### src/rtl/dmem_bridge.sv
// dmem_bridge: turns MEM-stage read/write strobes into a req/ack word bus transaction, returns load data, flags bad accesses.
// Latency: 3 cycles (IDLE detect, REQ, DONE) with ack in the first REQ cycle; +1 cycle per bus wait cycle; error access 2 cycles.
// Backpressure: mem_stall holds the pipeline until DONE; define DMEM_TIMEOUT_EN to abandon a REQ after TIMEOUT_CYCLES unacked cycles.
module dmem_bridge #(
  parameter int unsigned TIMEOUT_CYCLES = 64
) (
  input  logic        clk,
  input  logic        rst_n,
  input  logic        mem_ren,
  input  logic        mem_wen,
  input  logic [31:0] mem_addr,
  input  logic [31:0] mem_dout,
  output logic [31:0] mem_din,
  output logic        mem_stall,
  output logic        mem_err,
  output logic        bus_req,
  output logic        bus_we,
  output logic [31:0] bus_addr,
  output logic [31:0] bus_wdata,
  input  logic        bus_ack,
  input  logic [31:0] bus_rdata
);

  typedef enum logic [1:0] {
    ST_IDLE = 2'd0,
    ST_REQ  = 2'd1,
    ST_DONE = 2'd2
  } state_e;

  state_e      state_q;
  logic        bus_req_q;
  logic        bus_we_q;
  logic [31:0] bus_addr_q;
  logic [31:0] bus_wdata_q;
  logic [31:0] mem_din_q;
  logic        mem_err_q;

  logic        access_present;
  logic        access_valid;

  // An access is well formed only with exactly one strobe and a word-aligned address.
  assign access_present = mem_ren | mem_wen;
  assign access_valid   = (mem_ren ^ mem_wen) & (mem_addr[1:0] == 2'b00);

`ifdef DMEM_TIMEOUT_EN
  localparam logic [7:0] TMO_LIMIT = 8'(TIMEOUT_CYCLES);

  logic [7:0] tmo_cnt_q;
  logic [7:0] tmo_cnt_d;
  logic       tmo_hit;

  // The count after this REQ cycle; hitting the limit means bus_req has been up TIMEOUT_CYCLES cycles.
  assign tmo_cnt_d = tmo_cnt_q + 8'd1;
  assign tmo_hit   = (tmo_cnt_d == TMO_LIMIT);
`else
  logic unused_timeout_cfg;
  assign unused_timeout_cfg = ^TIMEOUT_CYCLES;
`endif

  // Transaction FSM; every bus- and pipeline-facing output except mem_stall is a register here.
  always_ff @(posedge clk or negedge rst_n) begin
    if (!rst_n) begin
      state_q     <= ST_IDLE;
      bus_req_q   <= 1'b0;
      bus_we_q    <= 1'b0;
      bus_addr_q  <= 32'h0;
      bus_wdata_q <= 32'h0;
      mem_din_q   <= 32'h0;
      mem_err_q   <= 1'b0;
`ifdef DMEM_TIMEOUT_EN
      tmo_cnt_q   <= 8'd0;
`endif
    end else begin
      case (state_q)
        ST_IDLE: begin
          if (access_present) begin
            if (access_valid) begin
              // Latch the request so the bus sees stable fields for the whole REQ phase.
              bus_req_q   <= 1'b1;
              bus_we_q    <= mem_wen;
              bus_addr_q  <= {mem_addr[31:2], 2'b00};
              bus_wdata_q <= mem_dout;
`ifdef DMEM_TIMEOUT_EN
              tmo_cnt_q   <= 8'd0;
`endif
              state_q     <= ST_REQ;
            end else begin
              // Malformed access: never reaches the bus, reports through mem_err in DONE.
              mem_din_q <= 32'h0;
              mem_err_q <= 1'b1;
              state_q   <= ST_DONE;
            end
          end
        end

        ST_REQ: begin
          if (bus_ack) begin
            // Ack takes priority over an expiring timeout in the same cycle.
            if (!bus_we_q) begin
              mem_din_q <= bus_rdata;
            end
            bus_req_q <= 1'b0;
            state_q   <= ST_DONE;
          end
`ifdef DMEM_TIMEOUT_EN
          else if (tmo_hit) begin
            bus_req_q <= 1'b0;
            if (!bus_we_q) begin
              mem_din_q <= 32'h0;
            end
            mem_err_q <= 1'b1;
            tmo_cnt_q <= tmo_cnt_d;
            state_q   <= ST_DONE;
          end else begin
            tmo_cnt_q <= tmo_cnt_d;
          end
`endif
        end

        ST_DONE: begin
          // Strobes still visible here belong to the finished access; go back and wait for the next one.
          mem_err_q <= 1'b0;
          state_q   <= ST_IDLE;
        end

        default: begin
          bus_req_q <= 1'b0;
          mem_err_q <= 1'b0;
          state_q   <= ST_IDLE;
        end
      endcase
    end
  end

  // Stall covers the detect cycle and every REQ cycle; DONE releases the pipeline.
  assign mem_stall = ((state_q == ST_IDLE) & access_present) | (state_q == ST_REQ);

  assign mem_din   = mem_din_q;
  assign mem_err   = mem_err_q;
  assign bus_req   = bus_req_q;
  assign bus_we    = bus_we_q;
  assign bus_addr  = bus_addr_q;
  assign bus_wdata = bus_wdata_q;

endmodule

### config.mk
export PLATFORM = sky130hd
export DESIGN_NAME = dmem_bridge
export DESIGN_NICKNAME = d
export VERILOG_FILES = /design/src/rtl/dmem_bridge.sv
export SDC_FILE = /design/constraint.sdc
export NUM_CORES = 1
export LEC_CHECK = 0
export BUFFER_PORTS_ARGS = -buffer_cell sky130_fd_sc_hd__buf_2
export CELL_PAD_IN_SITES_DETAIL_PLACEMENT = 0
export CELL_PAD_IN_SITES_GLOBAL_PLACEMENT = 1
export CORE_MARGIN = 5
export CORE_UTILIZATION = 31
export CTS_CLUSTER_SIZE = 30
export DETAILED_ROUTE_END_ITERATION = 10
export MAX_ROUTING_LAYER = met4
export PLACE_DENSITY = 0.84
export REMOVE_ABC_BUFFERS = 1
export SLEW_MARGIN = 40
export SYNTH_ARGS = -nofsm -noshare
export SYNTH_HDL_FRONTEND = slang
export SYNTH_SLANG_ARGS = --single-unit
export TNS_END_PERCENT = 50
### constraint.sdc
create_clock -name clk -period 1.38 [get_ports clk]
set_input_delay 0.276 -clock clk [delete_from_list [all_inputs] [get_ports clk]]
set_output_delay 0.276 -clock clk [all_outputs]
set_load 0.02 [all_outputs]
==> results.json, run 1 <==
{
  "io_pins": 201,
  "clk_path_buf_depth": 2,
  "drt_iter0_drc": 83,
  "timing.rr.start": "state_q[1]",
  "grt_pass1_wl_mm": 16.25,
  "fin_area_sq_um": 5667,
  "place_ws_ps": -377.2,
  "grt_setup_unrepaired": "yes",
  "yosysWarnings": 0,
  "syn2layout_area_growth_pct": 40.61,
  "status": "complete, but fails checks",
  "worstPathArrival_ps": 1190,
  "drive_gt1_share_pct": 58.37,
  "hold_start": "bus_rdata[26]",
  "cpMaxStageDelayCell": "dfrtp_1",
  "yosys.area.top_type": "dfrtp_1",
  "num_vias": 3017,
  "r2r_cells": 4,
  "ys_seq_elements": 99,
  "place_area_sq_um": 5351,
  "rows": 41,
  "crit_required_ps": 1100,
  "yosys-top-cells-area": "dfrtp_1 (61%), mux2_4 (18%), nand2_1 (6.3%)",
  "cp-end-kind": "output pin",
  "place.gp.congestion": 0.7423,
  "maxSlewViolCount": 0,
  "cts.clk_slew.worst_paths_ps": 70,
  "skew_ps": 4.371,
  "setup_slack_ps": -90.33,
  "clk_latency_ps": 340,
  "critPathMaxStageDelay_ps": 400,
  "synth_top_cell_area_share_pct": 61.47,
  "grt_overflow_total": 0,
  "grt_max_degree": 52,
  "setup.worst_path.class": "flop to output pin",
  "peakVddDrop_v": 0.0007609,
  "whs_endpoint": "mem_din[26]",
  "violations": "negative setup slack",
  "start_util_pct": 31.81,
  "die-area_sq_um": 15380,
  "hold_viol": 0,
  "yosysUniqueCellTypes": 21,
  "crit_fanout": 2,
  "finalSetupViolations": 64,
  "hpwlAfterDp_mm": 7.775,
  "power_density_nw_per_um2": 1851,
  "synth-seq-area-share_pct": 61.47,
  "synth_area_sq_um": 4030,
  "fp.dieW_um": 124.0,
  "dieHeight_um": 124.0,
  "cts_root_buffer": "clkbuf_16",
  "drv_cap": 0,
  "core_area_sq_um": 12670,
  "grt_pass1_vias": 3217,
  "antenna_found_initial": 1,
  "port_buffers": 198,
  "synth_edf_count": 0,
  "n_fill_cell": 1152,
  "max_freq_ghz": 0.6801,
  "crit_chain": "buf_6 -> inv_4 -> a21oi_2 -> buf_4",
  "numCtsBuffers": 9,
  "wirelength_mm": 10.44,
  "drtAntennaViolNets": 0,
  "power.total_w": 0.01049,
  "whs_path_depth": 3,
  "cts.sinks": 99,
  "whs_ps": 133.4,
  "cts_tree": "built",
  "htree_levels": 3,
  "r2r_slack_ps": -90,
  "via_per_inst": 4.392,
  "first_pass_iters": 4,
  "p_leak_nw": 3.043,
  "synth_ff_type": "dfrtp_1",
  "r2r_end": "bus_addr[26]",
  "wl_per_cell_um": 15.19,
  "drc": 0,
  "min_period_ps": 1470,
  "syn_area_per_cell_sq_um": 13.48,
  "grt_util_all_layers_pct": 14.00,
  "hp-class": "input pin to flop",
  "syn_inst": 299,
  "critPathLaunchType": "flop",
  "finalNetCount": 611,
  "fin_crit_sh_pct": 106.5,
  "synthArstFlopShare_pct": 100.0
}
[timing repair]
item,in CTS,in global routing
setup buffers,1,0
hold buffers,1,0
endpoints found under the setup margin,64,97
resized for setup,4,8
endpoints found under the hold margin,15,0
pin swaps,1,1
[routing by layer]
| metal | track usage, % | share of wire (%) | up-vias |
|---|---|---|---|
| met1 | 16.70 | 42 | 1437 |
| met2 | 22.14 | 46 | 152 |
| met4 | 3.696 | 1.1 | 0 |
| li1 | - | - | 1417 |
| met5 | - | 0 | - |
| met3 | 5.631 | 11 | 11 |
[report_power, final]
part	switching, W	internal, W
clock network	0.00111	0.00124
logic	0.00206	0.00179
registers	0.000500	0.00379
[final cells by class]
| type | instances | area (sq um) | area share [%] |
|---|---|---|---|
| Tap cell | 172 | 215.2 | 3.798 |
| Multi-Input combinational cell | 177 | 1431 | 25.26 |
| Clock buffer | 10 | 229.0 | 4.041 |
| Inverter | 4 | 17.52 | 0.3091 |
| Sequential cell | 99 | 2477 | 43.72 |
| Clock inverter | 6 | 50.05 | 0.8832 |
| Antenna cell | 1 | 2.502 | 0.04416 |
| Timing Repair Buffer | 218 | 1244 | 21.95 |
[worst max-delay path: cells and delay by family, from the launching register on]
family	cells	cell delay [ps]
flip-flops	1	400
buffers and inverters	3	320
AO/OA/AOI/OAI	1	140
[cells by family after synthesis]
group / synth area share (%)
muxes: 22.07
DFF: 61.47
and+or+nand+nor: 7.637
AOI/OAI and AO/OA: 4.657
adders and majority gates: 0.3104
buffers and inverters: 3.756
other: 0.09305
[how the worst max path moves through the flow]
stage | to | depth (start not counted) | start
after floorplan | bus_addr[31] | 5 | mem_ren
after global placement | bus_wdata[5] | 8 | mem_ren
after detailed placement | bus_wdata[5] | 8 | mem_wen
after CTS | mem_stall | 4 | state_q[0]
after global routing | bus_wdata[25] | 4 | state_q[1]
final | mem_stall | 4 | state_q[0]
[registers in the layout, summed over array words and instances, names as in the netlist]
signal and flops:
bus_wdata 32, bus_req 1, bus_we 1, mem_err 1
state_q 2, mem_din 32, bus_addr 30
[per-stage QoR]
stage	util, %	setup TNS [ps]	instances
after floorplan	-	-178340	280
after global placement	42.23	-29020	668
after detailed placement	42.23	-29920	668
after CTS	44.65	-4547	686
after global routing	44.72	-9248	687
final	44.72	-4154	687
[cells in the mapped netlist (2+ instances only)]
library cell  instances
a21oi_1               3
buf_2                 7
buf_4                 2
buf_6                 6
clkbuf_1              5
dfrtp_1              99
inv_1                 4
mux2_2               15
mux2_4               48
nand2_1              68
o21ai_0              31
o21ai_1               2
[cell usage in the layout (no fill, tap or decap)]
cell type / Yosys / final
a21oi_1: 3 / 2
a21oi_2: 0 / 1
and2b_1: 1 / 1
buf_12: 0 / 7
buf_2: 7 / 196
buf_4: 2 / 12
buf_6: 6 / 2
clkbuf_1: 5 / 1
clkbuf_16: 0 / 9
clkinv_4: 0 / 3
clkinvlp_4: 0 / 2
conb_1: 1 / 2
dfrtp_1: 99 / 99
diode_2: 0 / 1
dlygate4sd3_1: 0 / 1
ha_1: 1 / 1
inv_1: 4 / 3
inv_4: 0 / 1
inv_6: 0 / 1
mux2_2: 15 / 15
mux2_4: 48 / 48
nand2_1: 68 / 67
nand2_4: 0 / 1
nand4bb_1: 1 / 1
nor3_2: 1 / 1
nor3b_1: 1 / 1
nor4bb_4: 0 / 1
o21ai_0: 31 / 25
o21ai_1: 2 / 8
o31ai_1: 1 / 1
or3_1: 1 / 1
No activity file was read; power rests on OpenSTA's default activity.
==> run 2, diff against run 1 <==
ABC_AREA = 1   (was not set)
CORE_UTILIZATION = 30   (was 31)
PLACE_DENSITY = 0.85   (was 0.84)
==> results.json, run 2 <==
{
  "status": "complete, but fails checks",
  "violations": "negative setup slack",
  "die-area_sq_um": 16680,
  "numCtsBuffers": 9,
  "hp-class": "input pin to flop",
  "crit_fanout": 13,
  "fin_crit_sh_pct": 108.0,
  "maxSlewViolCount": 0,
  "yosys.area.top_type": "dfrtp_1",
  "place_ws_ps": -98.46,
  "setup_slack_ps": -109.8,
  "yosysWarnings": 0,
  "worstPathArrival_ps": 1720,
  "htree_levels": 3,
  "synthArstFlopShare_pct": 100.0,
  "place_area_sq_um": 5644,
  "cts.sinks": 99,
  "grt_pass1_wl_mm": 19.38,
  "timing.rr.start": "state_q[1]",
  "placedCellCount": 852,
  "cts_root_buffer": "clkbuf_16",
  "cpMaxStageDelayCell": "dfrtp_1",
  "io_pins": 201,
  "crit_required_ps": 1610,
  "cts.clk_slew.worst_paths_ps": 70,
  "p_leak_nw": 3.751,
  "setup.worst_path.class": "flop to flop",
  "hold_viol": 0,
  "grt_overflow_total": 0,
  "fin_area_sq_um": 6256,
  "port_buffers": 198,
  "r2r_end": "bus_wdata[6]",
  "drv_cap": 0,
  "cpMostUsedCell": "buf_12",
  "most-common-layout-cells": "buf_2 (196), nand2_1 (101), inv_1 (98), dfrtp_1 (98), o21ai_1 (58)",
  "synth.most_common_cell": "nand2_1",
  "place.gp.congestion": 0.7966,
  "cp-end-kind": "flop",
  "syn_inst": 481,
  "syn2layout_area_growth_pct": 46.84,
  "drtAntennaViolNets": 0,
  "via_per_inst": 4.383,
  "grt_pass1_vias": 3878,
  "grt_util_all_layers_pct": 15.14,
  "num_vias": 3883,
  "core_area_sq_um": 13880,
  "finalNetCount": 803,
  "power.total_w": 0.01221,
  "antenna_found_initial": 0,
  "start_util_pct": 30.69,
  "synthTopCellsByCount": "nand2_1 (108), dfrtp_1 (99), inv_1 (98)",
  "rows": 43,
  "min_period_ps": 1490,
  "finalSetupViolations": 95,
  "clk_latency_ps": 340,
  "yosysUniqueCellTypes": 20,
  "cts_tree": "built",
  "wl_per_cell_um": 14.07,
  "stdcell_count": 886,
  "hpwlAfterDp_mm": 8.870,
  "synth_edf_count": 0,
  "crit_end": "bus_wdata[6]",
  "fp.dieW_um": 129.2,
  "r2r_slack_ps": -110,
  "dieHeight_um": 129.2,
  "drive_gt1_share_pct": 38.95,
  "synth_area_sq_um": 4260,
  "final_common_cell": "buf_2",
  "power_density_nw_per_um2": 1951,
  "critPathLaunchType": "flop",
  "drc": 0,
  "antennaDiodeCount": 0,
  "grt_setup_unrepaired": "yes",
  "synth_ff_type": "dfrtp_1",
  "yosys-top-cells-area": "dfrtp_1 (58%), nand2_1 (9.5%), inv_1 (8.6%)",
  "synth-seq-area-share_pct": 58.15,
  "r2r_cells": 8,
  "clk_path_buf_depth": 2,
  "synth_top_cell_area_share_pct": 58.15,
  "ys_seq_elements": 99,
  "first_pass_iters": 5,
  "setup.worst_path.start": "state_q[1]",
  "critPathMaxStageDelay_ps": 410,
  "skew_ps": 6.441,
  "peakVddDrop_v": 0.001085,
  "grt_max_degree": 36,
  "wirelength_mm": 12.47,
  "syn_area_per_cell_sq_um": 8.857,
  "drt_iter0_drc": 157,
  "max_freq_ghz": 0.6713,
  "crit_chain": "buf_6 -> nor2_4 -> nand4_1 -> buf_12 -> buf_12 -> clkbuf_16 -> nand2_1 -> o21ai_1"
}
## run 2: changes by cell type in the layout (fill, tap and decap cells not counted), sizes merged, moves of 3 or more
cell,previous run,this run
inv,5,102
buf,217,236
clkbuf,10,13
o21ai,33,64
nand4,0,33
nor2,0,3
nand3,0,4
nand2,68,110
mux2,63,0
o21bai,0,32
## run 2: layer usage
layer  part of all wire [%]  up-vias  track usage (%)  routed length (um)
li1                       -     1934                -                   -
met1                     46     1780            20.44                5769
met2                     45      155            22.71                5560
met3                    7.5       14            3.009                 933
met4                    1.6        0            5.435                 205
met5                      0        -                -                   0
## run 2: cell type report
type	count	area [sq um]
sequential	99	2479
multi-input combinational	250	1296
timing repair buffer	240	1559
tap	180	225.2
fill	1402	7625
inverter	101	379.1
clock inverter	6	88.84
clock buffer	10	229.0
## run 2: power by group
group / internal [W] / leakage (nW) / switching [W]
logic: 0.00184 / 2.32 / 0.00304
clock network: 0.00159 / 0.149 / 0.00111
registers: 0.00397 / 1.28 / 0.000653
## run 2: what timing repair did
item | CTS | global route
setup buffers | 13 | 0
pin swaps | 19 | 5
endpoints found under the setup margin | 53 | 99
gates cloned | 1 | 3
hold buffers | 1 | 0
hold endpoints to repair | 16 | 0
resized for setup | 20 | 5
## run 2: logic make-up after synthesis
kind of cell	count (synthesis)	share of synthesized area, %
compound gates	97	13.27
fa+ha+maj	1	0.2936
buf+inv	133	12.57
flops	99	58.15
other cells	1	0.08802
simple gates	150	15.62
## run 2: stage by stage
step / setup TNS [ps] / util, % / hold slack [ps]
after global routing: -12740 / 45.07 / 153.8
after detailed placement: -5748 / 40.66 / 176.1
after floorplan: -184290 / - / -19.59
after global placement: -4200 / 40.66 / 182.9
final: -5429 / 45.07 / 156.9
after CTS: -5305 / 44.39 / 139.7
## run 2: how the worst min path moves through the flow
stage / startpoint / endpoint / slack, ps / depth (start not counted)
after floorplan: rst_n / bus_addr[10] / -20 / 0
after global placement: rst_n / mem_din[29] / 180 / 1
after detailed placement: rst_n / mem_din[29] / 180 / 1
after CTS: mem_addr[28] / bus_addr[28] / 140 / 3
after global routing: mem_dout[3] / bus_wdata[3] / 150 / 3
final: mem_addr[20] / bus_addr[20] / 160 / 3
## run 2: worst max-delay path: cells and delay by family (launching register included)
family / cells / cell delay, ps
AND/OR/NAND/NOR: 3 / 280
flip-flops: 1 / 410
AO/OA/AOI/OAI: 1 / 50
buffers and inverters: 4 / 620
==> run 3, diff against run 2 <==
CORE_ASPECT_RATIO = 0.9   (was not set)
SETUP_SLACK_MARGIN = 0.5   (was not set)
SLEW_MARGIN = 20   (was 40)
==> results.json, run 3 (synthesis results as in run 2) <==
{
  "status": "complete, but fails checks",
  "fin_area_sq_um": 6280,
  "drv_cap": 0,
  "setup_tns_ps": -1951,
  "grt_overflow_total": 0,
  "p_leak_nw": 3.742,
  "place.gp.congestion": 0.7522,
  "grt_max_degree": 51,
  "wl_per_cell_um": 13.81,
  "maxSlewViolCount": 0,
  "cts_root_buffer": "clkbuf_16",
  "timing.rr.start": "state_q[1]",
  "r2r_cells": 8,
  "final_common_cell": "buf_2",
  "grt_util_all_layers_pct": 14.90,
  "skew_ps": 7.914,
  "most-common-layout-cells": "buf_2 (186), nand2_1 (103), dfrtp_1 (99)",
  "wirelength_mm": 12.39,
  "hold_viol": 0,
  "power_density_nw_per_um2": 1958,
  "syn2layout_area_growth_pct": 47.40,
  "min_period_ps": 1463,
  "port_buffers": 198,
  "die-area_sq_um": 16690,
  "setup_slack_ps": -82.62,
  "finish.utilization_pct": 45.01,
  "clk_path_buf_depth": 2,
  "cts.clk_slew.worst_paths_ps": 70,
  "drc": 0,
  "place_area_sq_um": 5633,
  "violations": "negative setup slack",
  "io_pins": 201,
  "worstPathArrival_ps": 1190,
  "drtAntennaViolNets": 0,
  "hold_start": "mem_dout[16]",
  "whs_path_depth": 3,
  "whs_endpoint": "bus_wdata[16]",
  "fp.dieW_um": 135.6,
  "finalSetupViolations": 76,
  "grt_pass1_wl_mm": 19.11,
  "finalNetCount": 799,
  "setup.worst_path.class": "flop to output pin",
  "grt_pass1_vias": 3827,
  "grt_setup_unrepaired": "yes",
  "crit_fanout": 3,
  "cts.sinks": 99,
  "antenna_found_initial": 1,
  "r2r_end": "mem_din[17]",
  "place_ws_ps": -79.67,
  "htree_levels": 3,
  "critPathLaunchType": "flop",
  "drt_iter0_drc": 150,
  "fin_crit_sh_pct": 106.0,
  "r2r_slack_ps": -60,
  "peakVddDrop_v": 0.001110,
  "rows": 41,
  "hp-class": "input pin to flop",
  "num_vias": 3858,
  "max_freq_ghz": 0.6837,
  "start_util_pct": 30.53,
  "crit_required_ps": 1100,
  "dieHeight_um": 123.1,
  "cp-end-kind": "output pin",
  "first_pass_iters": 4,
  "via_per_inst": 4.301,
  "n_fill_cell": 1390,
  "cts_tree": "built",
  "drive_gt1_share_pct": 37.89,
  "hpwlAfterDp_mm": 8.693,
  "clk_latency_ps": 350,
  "core_area_sq_um": 13950,
  "numCtsBuffers": 9
}
==> run 3: changes by cell type in the layout (fill, tap and decap cells not counted), moves of 3 or more <==
cell     previous run  this run
buf_6               6        18
buf_2             196       186
nand2_2             9         5
buf_4              21        16
o21ai_2             6         3
==> run 3: stage by stage <==
step	hold WS, ps	power (W)	instances
2_1_floorplan	-19.59	0.007186	450
3_3_place_gp	289.4	0.009159	863
3_5_place_dp	299.6	0.009218	863
4_1_cts	126.8	0.01223	890
5_1_grt	131.9	0.01310	896
6_report	148.1	0.01229	897
==> run 3: metal layers <==
| layer | global-route usage, % | part of all wire (%) | wire length, um | up-vias |
|---|---|---|---|---|
| li1 | - | - | - | 1928 |
| met1 | 19.17 | 45 | 5518 | 1737 |
| met2 | 21.67 | 43 | 5342 | 182 |
| met3 | 6.753 | 12 | 1430 | 11 |
| met4 | 3.401 | 0.77 | 95 | 0 |
| met5 | - | 0 | 0 | - |
==> run 3: worst max path at each step <==
stage                           from           end  slack, ps
after floorplan              mem_wen  bus_addr[10]      -2740
after global placement       mem_wen  bus_addr[26]        -60
after detailed placement     mem_wen   bus_addr[2]        -80
after CTS                 state_q[1]     mem_stall        -70
after global routing      state_q[1]     mem_stall       -160
final                     state_q[1]     mem_stall        -80
==> run 3: where the power goes <==
group | internal, W | total (W) | switching [W]
logic | 0.00204 | 0.00512 | 0.00308
clock network | 0.00143 | 0.00257 | 0.00114
registers | 0.00397 | 0.00460 | 0.000634
==> run 3: final cells by class <==
type | instances | area (sq um) | area share [%]
inverter | 101 | 379.1 | 6.037
tap | 193 | 241.5 | 3.845
antenna | 2 | 5.005 | 0.07970
multi-input combinational | 250 | 1294 | 20.60
sequential | 99 | 2477 | 39.45
timing repair buffer | 236 | 1582 | 25.18
clock inverter | 6 | 72.57 | 1.156
clock buffer | 10 | 229.0 | 3.646
==> run 3: worst max-delay path, stage by stage (launching register included) <==
cell     delay (ps)
dfrtp_1         400
inv_2            90
nand2_2          70
nand2_2          80
buf_6            90
buf_6           100
==> run 3: what timing repair did <==
item                                    4_1_cts  5_1_grt
setup buffers                                 9        1
gates resized for setup                      29       14
pin swaps                                     5       11
endpoints found under the setup margin      197      197
cloned                                        1        4
hold buffers                                  1        0
endpoints found under the hold margin        99        0
